--- src/rtl/rom_stream_arbiter.sv ---
// Round-robin arbiter that drains one hello_rom-style source at a time into a
// single valid/ready byte sink, pulsing done after each whole message.
module rom_stream_arbiter #(
  parameter  int N  = 2,
  parameter  int W  = 8,
  localparam int SW = $clog2(N)
) (
  input  logic           clock,
  input  logic           reset,
  output logic [N-1:0]   src_get,
  input  logic [N*W-1:0] src_data,
  input  logic [N-1:0]   src_empty,
  output logic           m_valid,
  output logic [W-1:0]   m_data,
  input  logic           m_ready,
  output logic           busy,
  output logic [SW-1:0]  sel,
  output logic           done
);

  typedef enum logic [1:0] {IDLE, FETCH, LOAD, SEND} state_t;

  state_t         state, next_state;
  logic [SW-1:0]  last, next_last;
  logic [SW-1:0]  next_sel;
  logic           next_valid;
  logic [W-1:0]   next_data;
  logic           next_done;

  logic [N-1:0]   req;
  logic [W-1:0]   src_word [N];
  logic [SW-1:0]  winner;
  logic [SW-1:0]  cand;
  logic           found;

  assign req  = ~src_empty;
  assign busy = (state != IDLE);

  for (genvar g = 0; g < N; g++) begin : g_slice
    assign src_word[g] = src_data[g*W +: W];
  end

  // Search starts just after the last served source and wraps around.
  always_comb begin
    winner = last;
    found  = 1'b0;
    cand   = '0;
    for (int i = 0; i < N; i++) begin
      cand = SW'((int'(last) + 1 + i) % N);
      if (!found && req[cand]) begin
        winner = cand;
        found  = 1'b1;
      end
    end
  end

  always_ff @(posedge clock) begin
    if (reset) begin
      state   <= IDLE;
      sel     <= '0;
      last    <= SW'(N - 1);
      m_valid <= 1'b0;
      m_data  <= '0;
      done    <= 1'b0;
    end else begin
      state   <= next_state;
      sel     <= next_sel;
      last    <= next_last;
      m_valid <= next_valid;
      m_data  <= next_data;
      done    <= next_done;
    end
  end

  always_comb begin
    next_state = state;
    next_sel   = sel;
    next_last  = last;
    next_valid = m_valid;
    next_data  = m_data;
    next_done  = 1'b0;
    src_get    = '0;
    case (state)
      IDLE: begin
        if (|req) begin
          next_sel   = winner;
          next_state = FETCH;
        end
      end
      FETCH: begin
        // A grant whose source is already empty closes as a zero-length message.
        if (src_empty[sel]) begin
          next_done  = 1'b1;
          next_last  = sel;
          next_state = IDLE;
        end else begin
          src_get[sel] = 1'b1;
          next_state   = LOAD;
        end
      end
      LOAD: begin
        next_data  = src_word[sel];
        next_valid = 1'b1;
        next_state = SEND;
      end
      SEND: begin
        if (m_ready) begin
          next_valid = 1'b0;
          if (src_empty[sel]) begin
            next_done  = 1'b1;
            next_last  = sel;
            next_state = IDLE;
          end else begin
            src_get[sel] = 1'b1;
            next_state   = LOAD;
          end
        end
      end
      default: next_state = IDLE;
    endcase
    if (reset) src_get = '0;
  end

endmodule
--- config.mk ---
export PLATFORM = sky130hd
export DESIGN_NAME = rom_stream_arbiter
export DESIGN_NICKNAME = d
export VERILOG_FILES = /design/src/rtl/rom_stream_arbiter.sv
export SDC_FILE = /design/constraint.sdc
export NUM_CORES = 1
export LEC_CHECK = 0
export ABC_AREA = 1
export ABC_CLOCK_PERIOD_IN_PS = 1000
export CAP_MARGIN = 20
export CORE_UTILIZATION = 37
export DETAILED_ROUTE_END_ITERATION = 16
export GPL_TIMING_DRIVEN = 0
export PLACE_DENSITY = 0.74
export SLEW_MARGIN = 15
export SYNTH_ARGS = -nofsm -noshare
export SYNTH_HDL_FRONTEND = slang
export SYNTH_SLANG_ARGS = --single-unit
--- constraint.sdc ---
create_clock -name clock -period 1 [get_ports clock]
set_input_delay 0.2 -clock clock [delete_from_list [all_inputs] [get_ports clock]]
set_output_delay 0.2 -clock clock [all_outputs]
set_load 0.01 [all_outputs]
==> key figures <==
Hold path
  • Worst min-delay path endpoint: m_data[0]
  • Critical hold path startpoint: reset
  • Hold depth: 2
  • Worst Hold Class: in2reg

Timing
  • Final hold vios: 0
  • Max Clk Rate: 763 MHz
  • Tmin final: 1.31 ns
  • Max Slew Vio Count: 0
  • Fin Clk Skew: 0.00476 ns
  • Slew headroom: 57.4%
  • Post-layout worst setup margin: -0.310 ns
  • RSZ-0062 raised after global routing: yes
  • Worst slew pin tran: 0.639 ns
  • Final period util: 131%
  • # setup viols final: 12

Clocking
  • Reg clk slew, reported paths: 0.09 ns
  • CTS Buffer Depth: 2
  • Hold buffer count at cts: 0
  • # clock sinks: 14
  • Clock Latency Late Sink: 0.29 ns
  • Root buf cell: clkbuf_4
  • Total CTS buffers: 3
  • CTS tree: yes
  • H-tree depth: 1

Global routing
  • First-pass GRT wire length: 3.19 mm
  • GRT met2 Usage: 38.2%
  • Gr ovfl total: 0
  • Number of global-route vias before repair: 719
  • Most used routing layer: met2
  • Routing usage on met3: 2.45%
  • Met1 Use GR: 28.6%
  • Largest net degree at the start of global routing: 11
  • Initial antenna violation count: 0
  • Total GRT Usage: 22.4%

Final layout
  • Commonest non-fill, non-tap cells in the layout: nand2_1, clkdlybuf4s50_1, nand2_2, buf_6, buf_2
  • Final Util: 82.0%
  • Layout area overhead: 97.5%
  • Nets: 180
  • Final instance area: 1310 µm²
  • Antenna Diode Count: 0
  • Fraction of layout cells with a size suffix above 1: 52.5%
  • Finished Layout Cells: 182
  • Commonest non-fill, non-tap cell in the layout: nand2_1

Detailed routing
  • DRC errors left: 0
  • Routed vias/inst: 4.88
  • Final ANT Viol Nets: 0
  • DR pass1 iterations: 4
  • Total number of vias: 889
  • Initial DRC Count: 26
  • WL final: 2.47 mm
  • Wire length per cell: 13.6 µm

Placement
  • Placer Congestion: 0.807
  • Placed Cells incl. Taps: 161
  • Placed cell areas: 1030 µm²
  • IO buf count: 34
  • DP Wirelength: 1.28 mm

Logic synthesis
  • Register area share after synthesis: 42.3%
  • Post-synthesis cell area: 662 µm²
  • Syn Nets: 124
  • Flops & latches, synth: 14
  • Synth cell types: 12
  • Syn Area/Cell: 6.43 µm²
  • Synth Instances: 103
  • Yosys warns: 0

Setup path
  • WP data arrival: 1.11 ns
  • Setup Crit Path Kind: reg2out
  • CP peak stage delay: 0.39 ns
  • Crit path max fanout: 5
  • Cell count of the worst reg-to-reg path: 7
  • R2R Path End: m_data[2]
  • Critical Path Sink Type: output port
  • Slowest CP cell: dfxtp_4
  • CP required: 0.80 ns
  • Worst r2r src: sel
  • Cell Chain, Critical Path: nand3_2 -> nand2_2 -> inv_2 -> nor2_2 -> buf_2
  • Flop-to-flop setup slack: -0.09 ns
  • Startpoint type of the worst setup path: flop

Floorplanning
  • Chip width: 44.3 µm
  • Initial core utilization: 41.5%
  • Core Area: 1590 µm²
  • Ports: 35
  • Die H: 44.3 µm
  • Cell row count: 14
  • Die area: 1960 µm²

Run status
  • Outcome: complete, but fails checks
  • Failing checks: setup timing

Power
  • Flop pwr share: 38.7%
  • Power per cell area: 1280 nW/µm²
  • Comb power frac: 35.4%
  • Clock share of power: 25.9%
  • Leak: 0.000617 µW
  • NetSw: 536 µW
  • Peak supply drop: 0.921 mV
  • Pint: 1140 µW
  • Switching Fraction: 32.0%

Job
  • Max cap viols: 0
[cells by family (layout without fill, tap and decap cells)]
| group | Yosys count | count (layout) | share of synthesized area [%] |
|---|---|---|---|
| AOI/OAI and AO/OA | 11 | 11 | 8.89 |
| DFF | 14 | 14 | 42.3 |
| and+or+nand+nor | 66 | 66 | 39.7 |
| buffers and inverters | 12 | 67 | 9.07 |
[routing by layer]
metal	part of all wire (%)	wire length [µm]
met1	38	934
met2	55	1350
met5	0	0
met3	5.5	136
met4	1.7	43
[synthesized netlist by cell type]
master	number	area share [%]
nand2_1	51	29
nor3_1	1	0.76
nand3_1	7	5.3
inv_1	7	4.0
nand2_2	2	1.9
buf_1	1	0.57
inv_2	2	1.1
a21oi_1	10	7.6
a21oi_2	1	1.3
dfxtp_1	14	42
buf_6	2	3.4
nor2_1	5	2.8
[sequential cells by signal, summed over array words and instances, names as in the netlist, named ones only]
signal / count
state: 1
done: 1
m_data: 8
last: 1
m_valid: 1
sel: 1
[worst max path at each step]
stage                      end  slack [ns]
floorplan           src_get[0]       0.005
global placement    src_get[1]       -0.75
detailed placement  src_get[0]       -0.81
CTS                 src_get[0]       -0.32
global route        src_get[1]       -0.37
finish              src_get[0]       -0.31
[worst max-delay path: cells and delay by family, from the launching register on]
family | cells | cell delay, ns
simple gates | 3 | 0.24
flops | 1 | 0.39
buf+inv | 2 | 0.19
[final cells by class]
| type | count | area (µm²) |
|---|---|---|
| buffer | 3 | 26.3 |
| clock buffer | 4 | 36.3 |
| fill | 93 | 287 |
| inverter | 9 | 41.3 |
| multi-input combinational | 77 | 424 |
| sequential | 14 | 302 |
| tap | 24 | 30.0 |
| timing repair buffer | 51 | 448 |
[timing repair]
item	in CTS	in global routing
endpoints found under the setup margin	25	15
pin swaps	4	19
gates resized for setup	85	40
buffers inserted	9	9
gates cloned	0	1
[power groups by stage]
| stage | logic [µW] | registers [µW] | clock network (µW) |
|---|---|---|---|
| 2_1_floorplan | 180 | 657 | 0 |
| 3_3_place_gp | 384 | 644 | 0 |
| 3_5_place_dp | 393 | 646 | 0 |
| 4_1_cts | 430 | 642 | 429 |
| 5_1_grt | 632 | 651 | 463 |
| 6_report | 592 | 648 | 435 |
[per-stage QoR]
stage          power (µW)  setup TNS [ns]  hold WS, ns  setup WS (ns)
3_3_place_gp         1030           -6.14        0.446         -0.754
2_1_floorplan         837               0        0.269        0.00501
5_1_grt              1750           -2.01        0.284         -0.375
4_1_cts              1500          -0.869        0.287         -0.323
3_5_place_dp         1040           -6.62        0.455         -0.813
6_report             1670           -1.48        0.309         -0.310
No activity file was read; power rests on OpenSTA's default activity.
